### src/rtl/alu_pkg.sv
// Shared encodings for the EX-stage ALU and the iterative multiply/divide unit.
package alu_pkg;

  typedef enum logic [3:0] {
    ALU_ADD  = 4'b0000,
    ALU_SUB  = 4'b0001,
    ALU_AND  = 4'b0010,
    ALU_OR   = 4'b0011,
    ALU_SRL  = 4'b0100,
    ALU_SRA  = 4'b0101,
    ALU_SLL  = 4'b0110,
    ALU_XOR  = 4'b0111,
    ALU_NOR  = 4'b1000,
    ALU_SLT  = 4'b1001,
    ALU_SLTU = 4'b1010,
    ALU_LUI  = 4'b1011
  } alu_op_e;

  typedef enum logic [1:0] {
    MD_MULT  = 2'b00,
    MD_MULTU = 2'b01,
    MD_DIV   = 2'b10,
    MD_DIVU  = 2'b11
  } md_op_e;

  typedef enum logic [1:0] {
    IDLE = 2'b00,
    RUN  = 2'b01,
    DONE = 2'b10
  } md_state_e;

endpackage

### src/rtl/mdu_iter.sv
// Iterative radix-2 multiply/divide unit with HI/LO registers: shift-add multiply,
// restoring divide on operand magnitudes, sign fix-up applied on the final step.
module mdu_iter
  import alu_pkg::*;
#(
  parameter int unsigned WIDTH = 32
) (
  input  logic             clk_i,
  input  logic             rst_i,
  input  logic [WIDTH-1:0] a_i,
  input  logic [WIDTH-1:0] b_i,
  input  logic             start_i,
  input  logic [1:0]       op_i,
  input  logic             mthi_i,
  input  logic             mtlo_i,
  output logic             busy_o,
  output logic             done_o,
  output logic [WIDTH-1:0] hi_o,
  output logic [WIDTH-1:0] lo_o
);

  localparam int unsigned CW = $clog2(WIDTH);
  localparam logic [CW-1:0] LastCnt = CW'(WIDTH - 1);

  md_state_e        state_q, state_d;
  logic [CW-1:0]    cnt_q, cnt_d;
  logic [WIDTH-1:0] acc_q, acc_d;    // product high half / partial remainder
  logic [WIDTH-1:0] sh_q, sh_d;      // multiplier / dividend shifting into quotient
  logic [WIDTH-1:0] dvs_q, dvs_d;    // multiplicand / divisor magnitude
  logic [WIDTH-1:0] dvd_q, dvd_d;    // raw dividend, returned as HI on divide by zero
  md_op_e           op_q, op_d;
  logic             negp_q, negp_d;
  logic             negr_q, negr_d;
  logic [WIDTH-1:0] hi_q, hi_d;
  logic [WIDTH-1:0] lo_q, lo_d;

  logic             in_signed, a_neg, b_neg, is_div;
  logic [WIDTH-1:0] a_mag, b_mag, acc_step, sh_step, hi_fix, lo_fix;
  logic [WIDTH:0]   mul_sum, rem_sh, diff;
  logic [2*WIDTH-1:0] prod, prod_fix;

  assign in_signed = (op_i == MD_MULT) || (op_i == MD_DIV);
  assign a_neg     = in_signed & a_i[WIDTH-1];
  assign b_neg     = in_signed & b_i[WIDTH-1];
  assign a_mag     = a_neg ? -a_i : a_i;
  assign b_mag     = b_neg ? -b_i : b_i;
  assign is_div    = (op_q == MD_DIV) || (op_q == MD_DIVU);

  // One radix-2 step of either algorithm.
  always_comb begin
    mul_sum = {1'b0, acc_q} + {1'b0, (sh_q[0] ? dvs_q : {WIDTH{1'b0}})};
    rem_sh  = {acc_q, sh_q[WIDTH-1]};
    diff    = rem_sh - {1'b0, dvs_q};
    if (is_div) begin
      if (diff[WIDTH]) begin
        acc_step = rem_sh[WIDTH-1:0];
        sh_step  = {sh_q[WIDTH-2:0], 1'b0};
      end else begin
        acc_step = diff[WIDTH-1:0];
        sh_step  = {sh_q[WIDTH-2:0], 1'b1};
      end
    end else begin
      acc_step = mul_sum[WIDTH:1];
      sh_step  = {mul_sum[0], sh_q[WIDTH-1:1]};
    end
  end

  // Sign fix-up on the final step's result.
  always_comb begin
    prod     = {acc_step, sh_step};
    prod_fix = negp_q ? -prod : prod;
    if (is_div) begin
      if (dvs_q == '0) begin
        lo_fix = '1;
        hi_fix = dvd_q;
      end else begin
        lo_fix = negp_q ? -sh_step : sh_step;
        hi_fix = negr_q ? -acc_step : acc_step;
      end
    end else begin
      hi_fix = prod_fix[2*WIDTH-1:WIDTH];
      lo_fix = prod_fix[WIDTH-1:0];
    end
  end

  always_comb begin
    state_d = state_q;
    cnt_d   = cnt_q;
    acc_d   = acc_q;
    sh_d    = sh_q;
    dvs_d   = dvs_q;
    dvd_d   = dvd_q;
    op_d    = op_q;
    negp_d  = negp_q;
    negr_d  = negr_q;
    hi_d    = hi_q;
    lo_d    = lo_q;
    case (state_q)
      IDLE, DONE: begin
        state_d = IDLE;
        if (start_i) begin
          state_d = RUN;
          cnt_d   = '0;
          acc_d   = '0;
          sh_d    = a_mag;
          dvs_d   = b_mag;
          dvd_d   = a_i;
          op_d    = md_op_e'(op_i);
          negp_d  = a_neg ^ b_neg;
          negr_d  = a_neg;
        end else begin
          if (mthi_i) hi_d = a_i;
          if (mtlo_i) lo_d = a_i;
        end
      end
      RUN: begin
        acc_d = acc_step;
        sh_d  = sh_step;
        cnt_d = cnt_q + CW'(1);
        if (cnt_q == LastCnt) begin
          state_d = DONE;
          cnt_d   = '0;
          hi_d    = hi_fix;
          lo_d    = lo_fix;
        end
      end
      default: state_d = IDLE;
    endcase
  end

  always_ff @(posedge clk_i or posedge rst_i) begin
    if (rst_i) begin
      state_q <= IDLE;
      cnt_q   <= '0;
      acc_q   <= '0;
      sh_q    <= '0;
      dvs_q   <= '0;
      dvd_q   <= '0;
      op_q    <= MD_MULT;
      negp_q  <= 1'b0;
      negr_q  <= 1'b0;
      hi_q    <= '0;
      lo_q    <= '0;
    end else begin
      state_q <= state_d;
      cnt_q   <= cnt_d;
      acc_q   <= acc_d;
      sh_q    <= sh_d;
      dvs_q   <= dvs_d;
      dvd_q   <= dvd_d;
      op_q    <= op_d;
      negp_q  <= negp_d;
      negr_q  <= negr_d;
      hi_q    <= hi_d;
      lo_q    <= lo_d;
    end
  end

  assign busy_o = (state_q == RUN);
  assign done_o = (state_q == DONE);
  assign hi_o   = hi_q;
  assign lo_o   = lo_q;

endmodule

### src/rtl/alu_mdu.sv
// EX-stage combinational ALU plus iterative MDU with HI/LO.
// Define ALU_OVERFLOW_EN to add the signed add/sub overflow output ovf.
module alu_mdu
  import alu_pkg::*;
#(
  parameter int unsigned WIDTH = 32
) (
  input  logic             clk,
  input  logic             reset,
  input  logic [WIDTH-1:0] A,
  input  logic [WIDTH-1:0] B,
  input  logic [3:0]       ALUOp,
  output logic [WIDTH-1:0] C,
  input  logic             md_start,
  input  logic [1:0]       md_op,
  input  logic             mthi,
  input  logic             mtlo,
  output logic             busy,
  output logic             md_done,
  output logic [WIDTH-1:0] hi,
  output logic [WIDTH-1:0] lo
`ifdef ALU_OVERFLOW_EN
  ,
  output logic             ovf
`endif
);

  localparam int unsigned SHW = $clog2(WIDTH);

  logic [SHW-1:0] shamt;
  assign shamt = B[SHW-1:0];

  always_comb begin
    C = '0;
    case (ALUOp)
      ALU_ADD:  C = A + B;
      ALU_SUB:  C = A - B;
      ALU_AND:  C = A & B;
      ALU_OR:   C = A | B;
      ALU_SRL:  C = A >> shamt;
      ALU_SRA:  C = $signed(A) >>> shamt;
      ALU_SLL:  C = A << shamt;
      ALU_XOR:  C = A ^ B;
      ALU_NOR:  C = ~(A | B);
      ALU_SLT:  C = {{(WIDTH-1){1'b0}}, ($signed(A) < $signed(B))};
      ALU_SLTU: C = {{(WIDTH-1){1'b0}}, (A < B)};
      ALU_LUI:  C = B << (WIDTH / 2);
      default:  C = '0;
    endcase
  end

`ifdef ALU_OVERFLOW_EN
  // Overflow: operands (B inverted for sub) agree in sign but the result does not.
  always_comb begin
    ovf = 1'b0;
    if (ALUOp == ALU_ADD) begin
      ovf = (A[WIDTH-1] == B[WIDTH-1]) && (C[WIDTH-1] != A[WIDTH-1]);
    end else if (ALUOp == ALU_SUB) begin
      ovf = (A[WIDTH-1] != B[WIDTH-1]) && (C[WIDTH-1] != A[WIDTH-1]);
    end
  end
`endif

  mdu_iter #(
    .WIDTH(WIDTH)
  ) u_mdu (
    .clk_i   (clk),
    .rst_i   (reset),
    .a_i     (A),
    .b_i     (B),
    .start_i (md_start),
    .op_i    (md_op),
    .mthi_i  (mthi),
    .mtlo_i  (mtlo),
    .busy_o  (busy),
    .done_o  (md_done),
    .hi_o    (hi),
    .lo_o    (lo)
  );

endmodule

### config.mk
export PLATFORM = sky130hd
export DESIGN_NAME = alu_mdu
export DESIGN_NICKNAME = d
export VERILOG_FILES = /design/src/rtl/alu_pkg.sv /design/src/rtl/mdu_iter.sv /design/src/rtl/alu_mdu.sv
export SDC_FILE = /design/constraint.sdc
export NUM_CORES = 1
export LEC_CHECK = 0
export ABC_AREA = 1
export CORE_AREA = 2 2 267 269
export CTS_CLUSTER_SIZE = 20
export DETAILED_ROUTE_END_ITERATION = 16
export DIE_AREA = 0 0 269 271
export PLACE_DENSITY = 0.65
export SYNTH_ARGS = -nofsm -noshare
export SYNTH_HDL_FRONTEND = slang
export SYNTH_SLANG_ARGS = --single-unit
### constraint.sdc
create_clock -name clk -period 20.4 [get_ports clk]
set_input_delay 3.06 -clock clk [delete_from_list [all_inputs] [get_ports clk]]
set_output_delay 3.06 -clock clk [all_outputs]
set_load 0.005 [all_outputs]
==> summary.md <==
| Metric | Value |
|---|---|
| TritonCTS buffer count | `26` |
| Min-delay worst type | `flip-flop to flip-flop` |
| Clk slew on worst S/H paths | `60 ps` |
| Root buffer cell | `clkbuf_16` |
| First-pass GRT wire length | `207 mm` |
| Power Dens Cells | `169 nW/µm²` |
| Synthesis Warnings | `0` |
| Clk_lat worst skew | `590 ps` |
| RR Startpoint | `u_mdu.sh_q[31]` |
| WHS Endpoint | `u_mdu.hi_o[2]` |
| Tcrit/Tclk final | `54.1%` |
| Via count | `34200` |
| Synth-to-Final Area Change | `12.4%` |
| Placed Area | `30300 µm²` |
| Critical Path Sink Type | `primary output` |
| Wire length per cell | `24.1 µm` |
| Initial core utilization | `39.8%` |
| P_int | `2.12 mW` |
| Final hold vios | `0` |
| Synth Area in Adders | `7.82%` |
| Flop pwr share | `15.9%` |
| Share of cells above drive strength 1 | `4.69%` |
| Antenna fix cells | `0` |
| Pleak | `15.8 nW` |
| WL final | `142 mm` |
| Die Footprint | `72900 µm²` |
| Startpoint types | `input pin` |
| Max-cap violations | `0` |
| Fill count | `7710` |
| Initial DRC Count | `4540` |
| Maximum clock path buffer count | `3` |
| Area occupied by multi-input gates | `19300 µm²` |
| Die W | `269 µm` |
| Most frequent cells in the layout | `1450 x nand2_1, 679 x inv_1, 461 x nor2_1` |
| Util after Layout | `44.7%` |
| Post-Syn Area | `27700 µm²` |
| EDFF count, synth | `0` |
| Post-CTS Resized | `0` |
| Clock power frac | `9.6%` |
| Setup violators final | `0` |
| Worst slew pin tran | `1250 ps` |
| Final cell count without fillers | `5882` |
| RSZ-0062 raised after global routing | `no` |
| Yosys reg bits | `202` |
| DRC Markers | `0` |
| Critical Path AT | `7970 ps` |
| Fmax | `90.7 MHz` |
| Combinational power share | `74.5%` |
| Rows | `97` |
| Max VDD drop | `0.000101 V` |
| Slew margin rel. | `16.6%` |
| I/O Buffers | `172` |
| Mux share of post-synthesis cell area | `0.397%` |
| Net Sw Frac | `59.7%` |
| I/O pin count | `173` |
| Synth async-reset ratio | `100%` |
| R2R Setup Slk | `14400 ps` |
| Ys flop type | `dfrtp_1` |
| Hpwl dp | `113 mm` |
| Vias per cell | `5.82` |
| Worst Min Path Start | `u_mdu.hi_o[2]` |
| Dpl cells | `5836` |
| Largest family of logic cells by synthesized area | `simple AND/OR/NAND/NOR gates` |
| Critical path required time | `17340 ps` |
| Most common cell after layout, fill and taps aside | `nand2_1` |
| Setup TNS | `0 ps` |
| GRT Total Usage | `37.9%` |
| Max Slew Vio Count | `0` |
| Core area | `69800 µm²` |
| Pre-antenna DRT Iters | `6` |
| Reg-to-reg endpoint | `u_mdu.hi_o[14]` |
| Routability cong. | `1.04` |
| Syn_nets | `5118` |
| Postcts setup bufs | `0` |
| Clock skew | `41.7 ps` |
| Total congestion overflow | `0` |
| Compound-Gate Fraction of Synth Area | `21.2%` |
| CTS tree | `done` |
| Design area | `31200 µm²` |
| Cell count after synthesis | `4872` |
| Switching Power | `3.15 mW` |
| Syn avg cell area | `5.70 µm²` |
| Initial antenna violation count | `4` |
| Synth Area in XOR/XNOR | `2.11%` |
| Vias in the first global route | `31600` |
| Fin crit period | `11030 ps` |
| Nets@finish | `5170` |
| Hold Path Depth | `2` |
| Routed Antenna Nets | `0` |
| # H-tree levels | `1` |
| Post-synthesis sequential area ratio | `18.2%` |
| Outcome | `completed` |
| Pin count of the biggest net entering global routing | `85` |
| Area share of and/or/nand/nor cells after synthesis | `37.8%` |
| R2R cell count | `31` |
| Critical path class | `input pin to primary output` |
| Clock Sinks | `202` |
| FF+latch area | `5060 µm²` |
| Cts hold-fix bufs | `0` |
| Critical Path Fanout Max | `49` |
| Unique masters post-synth | `66` |
| Height of the die | `271 µm` |
cells in the mapped netlist, types with 6 or more instances:
cell type / count / share of area [%]
clkbuf_1: 148 / 2.0
a22o_1: 7 / 0.22
a221oi_1: 24 / 0.76
mux2i_1: 11 / 0.40
a21oi_1: 273 / 4.9
nand4_1: 56 / 1.3
or2_2: 40 / 0.90
buf_2: 20 / 0.36
nand3b_1: 14 / 0.38
o21ai_0: 442 / 8.0
nor2_4: 7 / 0.28
a32oi_1: 9 / 0.28
nand3_1: 334 / 6.0
o31ai_1: 7 / 0.19
clkinv_1: 6 / 0.081
ha_1: 167 / 7.5
o211ai_1: 27 / 0.73
o21bai_1: 8 / 0.22
buf_1: 30 / 0.41
xor2_1: 50 / 1.6
a2bb2oi_1: 7 / 0.22
inv_2: 10 / 0.14
a21o_1: 8 / 0.22
dfrtp_1: 202 / 18
nor4_1: 22 / 0.50
nor3_1: 48 / 0.87
o21a_1: 7 / 0.19
o21ai_1: 19 / 0.34
a31oi_1: 13 / 0.29
nand2_1: 1450 / 20
nand2_4: 6 / 0.24
a2111oi_0: 14 / 0.44
a21boi_1: 17 / 0.46
o32a_1: 6 / 0.22
o22ai_1: 61 / 1.4
nand2_2: 24 / 0.54
nor2_1: 467 / 6.3
o221ai_1: 14 / 0.44
inv_1: 683 / 9.2
xnor2_1: 17 / 0.54
o2111ai_1: 20 / 0.63
nor2_2: 20 / 0.45
how the worst max path moves through the flow:
stage,startpoint,endpoint,slack (ps)
floorplan,B[2],C[24],11200
global placement,B[0],C[24],9510
detailed placement,B[0],C[24],9510
CTS,B[0],C[24],9510
global route,B[0],C[24],9050
finish,B[3],C[29],9370
flip-flops by register name, indices dropped and copies added, names as in the netlist:
register and count:
u_mdu.dvs_q 32, u_mdu.sh_q 32, u_mdu.acc_q 32, u_mdu.negp_q 1, u_mdu.dvd_q 32, u_mdu.negr_q 1, u_mdu.cnt_q 5, u_mdu.state_q 2
u_mdu.op_q 1, u_mdu.hi_o 32, u_mdu.lo_o 32
cell type report:
cell class / count / share of cell area [%]
Multi-Input combinational cell: 3767 / 61.8
Clock inverter: 11 / 0.566
Tap cell: 940 / 3.77
Clock buffer: 35 / 2.39
Sequential cell: 202 / 16.2
Timing Repair Buffer: 228 / 6.84
Inverter: 699 / 8.44
kinds of logic after synthesis:
kind of cell	Yosys count
buffers and inverters	903
multiplexers	11
AO/OA/AOI/OAI	1018
adder cells (fa/ha/maj)	171
flip-flops	202
AND/OR/NAND/NOR	2500
XOR/XNOR	67
worst max-delay path, cell delays in order:
cell and delay [ps]:
clkdlybuf4s50_1 460, buf_4 410, inv_1 120, buf_4 320, ha_1 290, a21o_1 180
a21oi_1 240, o21ai_1 150, a21boi_0 500, o21ai_1 240, a21oi_1 320, o21ai_1 160
a21oi_1 220, o21ai_1 250, a21o_1 230, nand2_1 50, nand3_1 90, nand3_1 120
clkdlybuf4s50_1 520
power groups by stage:
stage	logic, mW	registers, mW	clock network, mW
after detailed placement	3.82	0.830	0
after floorplan	2.63	0.718	0
final	3.93	0.835	0.508
after global placement	3.80	0.829	0
after CTS	3.84	0.826	0.510
after global routing	4.31	0.847	0.525
routing by layer:
| layer | track usage [%] | part of all wire, % | vias up |
|---|---|---|---|
| li1 | - | - | 16000 |
| met1 | 50.5 | 41 | 15900 |
| met2 | 59.4 | 44 | 1932 |
| met3 | 6.04 | 9.4 | 357 |
| met4 | 18.5 | 5.8 | 6 |
| met5 | 0 | 0.028 | - |
metrics by stage:
stage | setup WS (ps) | hold slack [ps] | total power, mW
CTS | 9510 | 488 | 5.18
finish | 9370 | 486 | 5.27
global route | 9050 | 502 | 5.69
detailed placement | 9510 | 473 | 4.65
floorplan | 11200 | 448 | 3.35
global placement | 9510 | 465 | 4.63
Note: power is estimated with default switching activity, not from simulation.
